**config.mk**
```make
export PLATFORM = sky130hd
export DESIGN_NAME = gfx_mem_arbiter
export DESIGN_NICKNAME = d
export VERILOG_FILES = /design/src/rtl/gfx_mem_pkg.sv /design/src/rtl/gfx_mem_arbiter_rr.sv /design/src/rtl/gfx_mem_arbiter.sv
export SDC_FILE = /design/constraint.sdc
export NUM_CORES = 1
export LEC_CHECK = 0
export CAP_MARGIN = 25
export CORE_MARGIN = 4
export CORE_UTILIZATION = 40
export DETAILED_ROUTE_END_ITERATION = 7
export PLACE_DENSITY = 0.77
export SLEW_MARGIN = 20
export SYNTH_ARGS = -nofsm -noshare
export SYNTH_HDL_FRONTEND = slang
export SYNTH_SLANG_ARGS = --single-unit
```
**constraint.sdc**
```tcl
create_clock -name CLK -period 2.5 [get_ports CLK]
set_clock_uncertainty 0.05 [all_clocks]
set_input_delay 0.5 -clock CLK [delete_from_list [all_inputs] [get_ports CLK]]
set_output_delay 0.5 -clock CLK [all_outputs]
set_load 0.03 [all_outputs]
```
**src/rtl/gfx_mem_pkg.sv**
```systemverilog
// rtl/gfx_mem_pkg.sv - shared client ids and widths for the gfx memory arbiter
package gfx_mem_pkg;

  localparam int NUM_CLIENTS    = 4;
  localparam int CLIENT_ID_BITS = 2;

  localparam int CLIENT_SPCON = 0;
  localparam int CLIENT_BG0   = 1;
  localparam int CLIENT_BG1   = 2;
  localparam int CLIENT_OV    = 3;

  typedef logic [CLIENT_ID_BITS-1:0] client_id_t;

endpackage

```
**src/rtl/gfx_mem_arbiter_rr.sv**
```systemverilog
// rtl/gfx_mem_arbiter_rr.sv - combinational 4-way round-robin pick
module rr_arbiter4
  import gfx_mem_pkg::*;
(
  input  logic [NUM_CLIENTS-1:0] req,
  input  client_id_t             ptr,
  output logic [NUM_CLIENTS-1:0] grant,
  output client_id_t             grant_idx,
  output logic                   grant_valid
);

  client_id_t cand;

  // Scan from ptr upward with 2-bit wraparound; first requester wins.
  always_comb begin
    grant       = '0;
    grant_idx   = '0;
    grant_valid = 1'b0;
    cand        = '0;
    for (int k = 0; k < NUM_CLIENTS; k++) begin
      cand = ptr + client_id_t'(k);
      if (!grant_valid && req[cand]) begin
        grant_valid = 1'b1;
        grant_idx   = cand;
        grant[cand] = 1'b1;
      end
    end
  end

endmodule

```
**src/rtl/gfx_mem_arbiter.sv**
```systemverilog
// rtl/gfx_mem_arbiter.sv - round-robin read responder for four gfx fetch ports
module gfx_mem_arbiter
  import gfx_mem_pkg::*;
#(
  parameter int MEM_LATENCY = 2,
  parameter int ADDR_BITS   = 16,
  parameter int DATA_BITS   = 16
) (
  input  logic                 CLK,
  input  logic                 RST,
  input  logic [ADDR_BITS-1:0] spcon_memory_address,
  input  logic                 spcon_rvalid,
  output logic [DATA_BITS-1:0] spcon_memory_data,
  output logic                 spcon_rready,
  input  logic [ADDR_BITS-1:0] bg0_memory_address,
  input  logic                 bg0_rvalid,
  output logic [DATA_BITS-1:0] bg0_memory_data,
  output logic                 bg0_rready,
  input  logic [ADDR_BITS-1:0] bg1_memory_address,
  input  logic                 bg1_rvalid,
  output logic [DATA_BITS-1:0] bg1_memory_data,
  output logic                 bg1_rready,
  input  logic [ADDR_BITS-1:0] ov_memory_address,
  input  logic                 ov_rvalid,
  output logic [DATA_BITS-1:0] ov_memory_data,
  output logic                 ov_rready,
  output logic [ADDR_BITS-1:0] mem_address,
  output logic                 mem_rd,
  input  logic [DATA_BITS-1:0] mem_data
);

  logic [NUM_CLIENTS-1:0] rvalid;
  logic [NUM_CLIENTS-1:0] rready;
  logic [NUM_CLIENTS-1:0] pending;
  logic [NUM_CLIENTS-1:0] eligible;
  logic [NUM_CLIENTS-1:0] grant;
  logic [NUM_CLIENTS-1:0] ret;
  logic [ADDR_BITS-1:0]   req_addr [NUM_CLIENTS];
  logic [DATA_BITS-1:0]   rd_data  [NUM_CLIENTS];
  client_id_t             rr_ptr;
  client_id_t             grant_idx;
  client_id_t             mem_id;
  logic                   grant_valid;
  logic [MEM_LATENCY-1:0] pipe_valid;
  client_id_t             pipe_id [MEM_LATENCY];

  assign rvalid = {ov_rvalid, bg1_rvalid, bg0_rvalid, spcon_rvalid};

  assign req_addr[CLIENT_SPCON] = spcon_memory_address;
  assign req_addr[CLIENT_BG0]   = bg0_memory_address;
  assign req_addr[CLIENT_BG1]   = bg1_memory_address;
  assign req_addr[CLIENT_OV]    = ov_memory_address;

  // rvalid seen during a client's own rready cycle still belongs to the old request.
  assign eligible = rvalid & ~pending & ~rready;

  rr_arbiter4 u_arb (
    .req         (eligible),
    .ptr         (rr_ptr),
    .grant       (grant),
    .grant_idx   (grant_idx),
    .grant_valid (grant_valid)
  );

  always_comb begin
    ret = '0;
    if (pipe_valid[MEM_LATENCY-1]) ret[pipe_id[MEM_LATENCY-1]] = 1'b1;
  end

  // mem_rd/mem_id form the grant stage; the pipe behind it lines the id up with mem_data.
  always_ff @(posedge CLK) begin
    if (RST) begin
      rr_ptr      <= '0;
      pending     <= '0;
      rready      <= '0;
      mem_rd      <= 1'b0;
      mem_address <= '0;
      mem_id      <= '0;
      pipe_valid  <= '0;
      for (int i = 0; i < MEM_LATENCY; i++) pipe_id[i] <= '0;
      for (int i = 0; i < NUM_CLIENTS; i++) rd_data[i] <= '0;
    end else begin
      if (grant_valid) begin
        rr_ptr      <= grant_idx + 2'd1;
        mem_address <= req_addr[grant_idx];
        mem_id      <= grant_idx;
      end
      mem_rd        <= grant_valid;
      pipe_valid[0] <= mem_rd;
      pipe_id[0]    <= mem_id;
      for (int i = 1; i < MEM_LATENCY; i++) begin
        pipe_valid[i] <= pipe_valid[i-1];
        pipe_id[i]    <= pipe_id[i-1];
      end
      if (pipe_valid[MEM_LATENCY-1]) rd_data[pipe_id[MEM_LATENCY-1]] <= mem_data;
      rready  <= ret;
      pending <= (pending | grant) & ~ret;
    end
  end

  assign spcon_memory_data = rd_data[CLIENT_SPCON];
  assign bg0_memory_data   = rd_data[CLIENT_BG0];
  assign bg1_memory_data   = rd_data[CLIENT_BG1];
  assign ov_memory_data    = rd_data[CLIENT_OV];

  assign spcon_rready = rready[CLIENT_SPCON];
  assign bg0_rready   = rready[CLIENT_BG0];
  assign bg1_rready   = rready[CLIENT_BG1];
  assign ov_rready    = rready[CLIENT_OV];

endmodule

```
# == Yosys cells after proc, flatten, opt, wreduce, memory -nomap -nowiden ==
# Memories as Yosys holds them, arrays and structs flattened.
# Index checks and enable logic that the tools add are counted.
# word_totals
ff_bits,31
ramBits,68
in_bits,86
out_inout_bits,85
word_cells,94
n_memories,2
# op_classes
add_sub_neg,4
n_lt_le_gt_ge,11
mux,45
n_bitwise,13
reduce_logical,12
# mem_list
memory,words,width,rd,rd_ports_with_merged_regs,write_ports,line_no,source
rd_data,4,16,4,0,4,gfx_mem_arbiter.sv:39,logic [DATA_BITS-1:0] rd_data [NUM_CLIENTS];
pipe_id,2,2,2,0,2,gfx_mem_arbiter.sv:45,client_id_t pipe_id [MEM_LATENCY];
# ops
cell,n
$mux W16,3
$bmux W16 S2,1
$mux W1,20
$mux W4,5
$or A4 B4 Y4,4
$reduce_or A16 Y1,1
$lt A2 B3 Y1 const B,5
$mux W2,7
$and A4 B4 Y4,3
$not A4 Y4,3
$demux W1 S2,5
$ge A2 B1 Y1 const B,5
$bmux W1 S2,4
$logic_and A1 B1 Y1,8
$add A2 B1 Y2 const B,2
$add A2 B2 Y2 const B,2
$ge A3 B3 Y1 const B,1
$logic_not A1 Y1,3
$not A2 Y3,1
$or A1 B1 Y1,2

# == Depth between registers and ports, before layout ==
# logic_depth
word_depth,19
mapped_depth,13
ltp_nobuf,9

# == Modules after synthesis ==
# Synthesis repeated with hierarchy kept, for this count alone.
# hier_totals
hier_cells,349
hier_area_um2,4450.5
# by_module_without_submodules
mod,instances,cells_each,area_each_um2,seq_area_each_um2
gfx_mem_arbiter,1,304,4031.4,2622.5
rr_arbiter4,1,45,419.2,0.0

# == Worst setup path before layout ==
# No wires, ideal clock.
# synth_path
path_kind,register to register
start,reg rr_ptr[1]
end,reg mem_address[4]
setup_ns,0.138
arrival_time_ns,2.514
required_time_ns,2.312
setup_slack_ns,-0.202
stages_incl_launch_ff,14
n_path_buf,4
synth_period_minus_slack_ns,2.702
cell_sequence,dfxtp_1 buf_2 inv_1 ha_1 buf_6 nor4b_2 a211oi_1 o21ai_1 nand2_2 o31ai_2 buf_6 buf_12 mux2i_1 o221ai_1
# synth_via
elab_chain_len,16
elab_cells_between_ends,29
cone_classes,add/sub (3); mux (19); bitwise (1); reduce/logical (6)
# synth_lines
element,line_no,source
from (decl),gfx_mem_arbiter.sv:40,client_id_t rr_ptr;
from (signal assigned),gfx_mem_arbiter.sv:84,rr_ptr <= grant_idx + 2'd1;
"parallel branches: the longest is 16 deep, another holds $add A2 B1 Y2",n/a,
to (signal assigned),gfx_mem_arbiter.sv:85,mem_address <= req_addr[grant_idx];
to (decl),gfx_mem_arbiter.sv:27,"output logic [ADDR_BITS-1:0] mem_address,"
# Several ways; the timed one is not identified. The select of a mux whose other input is x is not followed.
# A chain may end at the register's enable or synchronous reset.

# == Worst setup path after layout ==
# layout_path
start,in bg0_rvalid
end,reg mem_address[8]
# layout_via
elab_chain_len,18
elab_cells_between_ends,28
cone_classes,mux (19); bitwise (3); reduce/logical (6)
# layout_lines
element,line_no,source
from (decl),gfx_mem_arbiter.sv:16,"input logic bg0_rvalid,"
$and A4 B4 Y4 * (2 in a row),gfx_mem_arbiter.sv:55,assign eligible = rvalid & ~pending & ~rready;
$bmux W1 S2,gfx_mem_arbiter_rr.sv:22,if (!grant_valid && req[cand]) begin
$mux W1 (implied by the code),gfx_mem_arbiter_rr.sv:22,
$mux W1,gfx_mem_arbiter_rr.sv:22,
$logic_not A1 Y1,gfx_mem_arbiter_rr.sv:22,
$logic_and A1 B1 Y1,gfx_mem_arbiter_rr.sv:22,
$mux W1,gfx_mem_arbiter_rr.sv:22,
$logic_not A1 Y1,gfx_mem_arbiter_rr.sv:22,
$logic_and A1 B1 Y1,gfx_mem_arbiter_rr.sv:22,
$mux W1,gfx_mem_arbiter_rr.sv:22,
$logic_not A1 Y1,gfx_mem_arbiter_rr.sv:22,
$logic_and A1 B1 Y1,gfx_mem_arbiter_rr.sv:22,
$mux W2,gfx_mem_arbiter_rr.sv:22,
$not A2 Y3 (implied by the code),gfx_mem_arbiter.sv:85,
$bmux W16 S2,gfx_mem_arbiter.sv:85,
$mux W16 (implied by the code) (2 in a row),gfx_mem_arbiter.sv:85,
# Every way passes the cells marked *; elsewhere a longest branch is shown, timed or not. The select of a mux whose other input is x is not followed.

==> summary.txt <==
Synthesis
  – Register area share after synthesis: 0.592
  – Async set or reset register ratio after synthesis: 0
  – Yosys cell types: 44
  – Post-synth EDFFs: 64
  – Avg Cell Area, Syn: 11.6 um^2
  – Syn nets: roughly 480
  – Post-synthesis cell count: about 380
  – Main synth FF type: edfxtp_1
  – Synth Register Bits: 99
  – Synth Warn #: 0
  – Post-synthesis cell area: roughly 4400 um^2

Pwr
  – Comb pwr share: 0.528
  – Switching portion of total power: 0.360
  – Int Power: around 4.2 mW
  – Part of the power in registers: 0.320
  – Worst vdd ir: 0.562 mV
  – Power per Cell Area: ~950 nW/um^2
  – Switching pwr: between 2 and 2.5 mW
  – Clock power share: 0.152
  – Leak: 2.77 nW

Timing
  – FMAX: about 0.41 GHz
  – Period utilization: 0.987
  – Finish-stage setup viols: 0
  – Worst Setup Slack, final: approximately 0.032 ns
  – Setup TNS Final: 0 ns
  – Fin crit period: ~2.5 ns
  – Hold violation count in the final report: 0
  – Max-slew headroom: 0.401
  – Fin. max-slew vios: 0
  – Worst slew pin tran: approximately 0.9 ns

Floorplanning
  – Core footprint: 10,800 um^2
  – DIE WIDTH: roughly 110 um
  – Effective utilization at floorplan: 0.409
  – Row count: 38
  – Die area: 12,800 um^2
  – Chip height: around 110 um
  – Num ports: roughly 170

Setup path
  – Worst Path Arrival: 2.64 ns
  – Crit-path cells: clkdlybuf4s50_1 -> or3b_4 -> a31oi_4 -> o32ai_2 -> o31ai_4 -> buf_6 -> clkbuf_16 -> mux2i_2 -> o221ai_1
  – Reg-to-Reg End: mem_address[8]$_SDFFE_PP0P_
  – Worst Path Required: 2.67 ns
  – CP max stage delay: around 0.5 ns
  – WS Path Type: in -> reg
  – Worst-case reg-to-reg path depth: 11
  – Crit-path max FO: 4
  – Max stage delay cell, worst path: clkdlybuf4s50_1
  – Crit path launch type: primary input
  – Worst R2R Start: rr_ptr[1]$_SDFFE_PP0P_
  – Worst setup EP type: register
  – R2R Setup Slk: about 0.12 ns

Placement
  – GPL Wtd Cong: about 0.83
  – IO Port Bufs: 170
  – Post-DP HPWL: 9020 um
  – Place WS: -0.425 ns
  – Cell Area, Placed: roughly 6500 um^2

Clock tree
  – Hold_buf cts: 0
  – Htree depth: 3
  – Clk buf depth: 2
  – Clock slew at reported path FFs: about 0.090 ns
  – Sink Count: 99
  – CTS tree: done
  – CTS root buffer: clkbuf_8
  – CTS Buf Count: 9
  – Worst-Skew Late Latency: 0.34 ns

Detailed routing
  – First-pass DRT Iterations: 5
  – ANT nets after route: 0
  – Routed length per placed instance: between 15 and 20 um
  – Final WL: 12,500 um
  – Drt drc: 0
  – Routed vias: about 3,800
  – First-iteration detailed-routing DRC count: around 160
  – Vias/cell: 5.14

Layout
  – Final nets: ~700
  – Most common library cell in the layout ignoring fill and taps: clkdlybuf4s50_1
  – Post-layout instance area: 6930 um^2
  – ANT cells: 0
  – Area Overhead vs Synth: 56.4%
  – Most frequent cells in the layout: clkdlybuf4s50_1, edfxtp_1, nor2_1, nand2_1, buf_4
  – Share of layout cells above drive strength 1: 0.152

Hold path
  – Min-Delay Endpoint: mem_id[1]$_SDFFE_PP0P_
  – Hold path depth: 2
  – Worst Hold Launch: mem_id[1]$_SDFFE_PP0P_
  – Hold WC Path Type: reg -> reg

Job
  – Max_cap viols: 0

Global route
  – Largest net degree at the start of global routing: 21
  – All-Layer GR Usage: 0.186
  – First-pass GRT wire length: between 15,000 and 20,000 um
  – Vias in the first global route: 3,842
  – Total grt overflow: 0
  – Initial antenna violation count: 0

Run status
  – Status: finished, final reports clean
Yosys cell counts (2+ instances only):
master	number	area, um^2
nor3b_2	2	25.0
a41oi_1	4	35.0
ha_1	7	87.6
nor2b_1	7	43.8
o221ai_1	17	149
nand3b_1	21	158
nand2_1	36	135
buf_6	3	33.8
mux2i_1	33	330
inv_1	20	75.1
buf_12	3	60.1
dfxtp_1	35	701
a211oi_1	3	22.5
or3b_1	3	26.3
a31oi_1	2	12.5
nand3_1	2	10.0
edfxtp_1	64	1920
o21ai_1	5	25.0
a21oi_1	12	60.1
clkbuf_1	12	45.0
nor2_1	60	225
buf_2	3	15.0
nor3_1	4	20.0
nand2b_1	5	31.3
through the flow:
step | std cells | power, mW | utilization | hold WS (ns)
floorplan | 383 | 4.11 | - | 0.364
global placement | 706 | 4.89 | 0.597 | 0.372
detailed placement | 706 | 4.96 | 0.597 | 0.378
CTS | 725 | 6.20 | 0.623 | 0.405
global route | 732 | 6.97 | 0.639 | 0.430
finish | 732 | 6.62 | 0.639 | 0.407
power groups by stage:
stage	clock [mW]	sequential (mW)	combinational, mW
floorplan	0	2.44	1.68
global placement	0	2.14	2.75
detailed placement	0	2.14	2.82
CTS	1.03	2.11	3.05
global route	1.12	2.14	3.71
finish	1.00	2.12	3.49
worst max-delay path, delay by kind of cell:
kind / cells / cell delay (ns)
AO/OA/AOI/OAI: 4 / 0.66
buffers and inverters: 3 / 0.84
multiplexers: 1 / 0.19
AND/OR/NAND/NOR: 1 / 0.43
metal layers:
metal	vias to the layer above	track usage	routed length [um]
li1	1778	-	-
met3	21	0.0701	1230
met5	-	0	0
met2	198	0.325	6180
met4	0	0.0633	263
met1	1762	0.207	4800
worst max path at each step:
stage / cells past startpoint / end / startpoint
finish: 9 / mem_address[8]$_SDFFE_PP0P_ / bg0_rvalid
global route: 11 / mem_address[3]$_SDFFE_PP0P_ / rr_ptr[0]$_SDFFE_PP0P_
global placement: 8 / mem_address[9]$_SDFFE_PP0P_ / ov_rvalid
CTS: 9 / mem_address[3]$_SDFFE_PP0P_ / ov_rvalid
detailed placement: 8 / mem_address[11]$_SDFFE_PP0P_ / ov_rvalid
floorplan: 13 / mem_address[4]$_SDFFE_PP0P_ / rr_ptr[1]$_SDFFE_PP0P_
cell families (layout without fill, tap and decap cells):
group,count (synthesis),in the layout,synth area share
adder cells (fa/ha/maj),7,7,0.0198
AO/OA/AOI/OAI,52,52,0.0866
flip-flops,99,99,0.592
buffers and inverters,43,252,0.0556
multiplexers,33,33,0.0745
AND/OR/NAND/NOR,149,149,0.172
state kept, by name, indices dropped and copies added (netlist names):
signal / count
pipe_id: 4
pending: 4
mem_rd: 1
rready: 4
rr_ptr: 2
pipe_valid: 2
rd_data: 64
mem_id: 2
mem_address: 16
repair_timing:
| action | in CTS | in global routing |
|---|---|---|
| gates resized for setup | 9 | 14 |
| gates cloned | 1 | 4 |
| setup endpoints to repair | 16 | 16 |
| buffers inserted | 2 | 3 |
| pin swaps | 2 | 10 |
area by class of cell:
type | count | area [um^2]
Multi-Input combinational cell | 241 | 1680
Inverter | 20 | 75.1
Clock inverter | 7 | 73.8
Fill cell | 883 | 3910
Timing Repair Buffer | 216 | 2180
Tap cell | 140 | 175
Clock buffer | 9 | 124
Sequential cell | 99 | 2630
(Power assumes the default switching activity.)
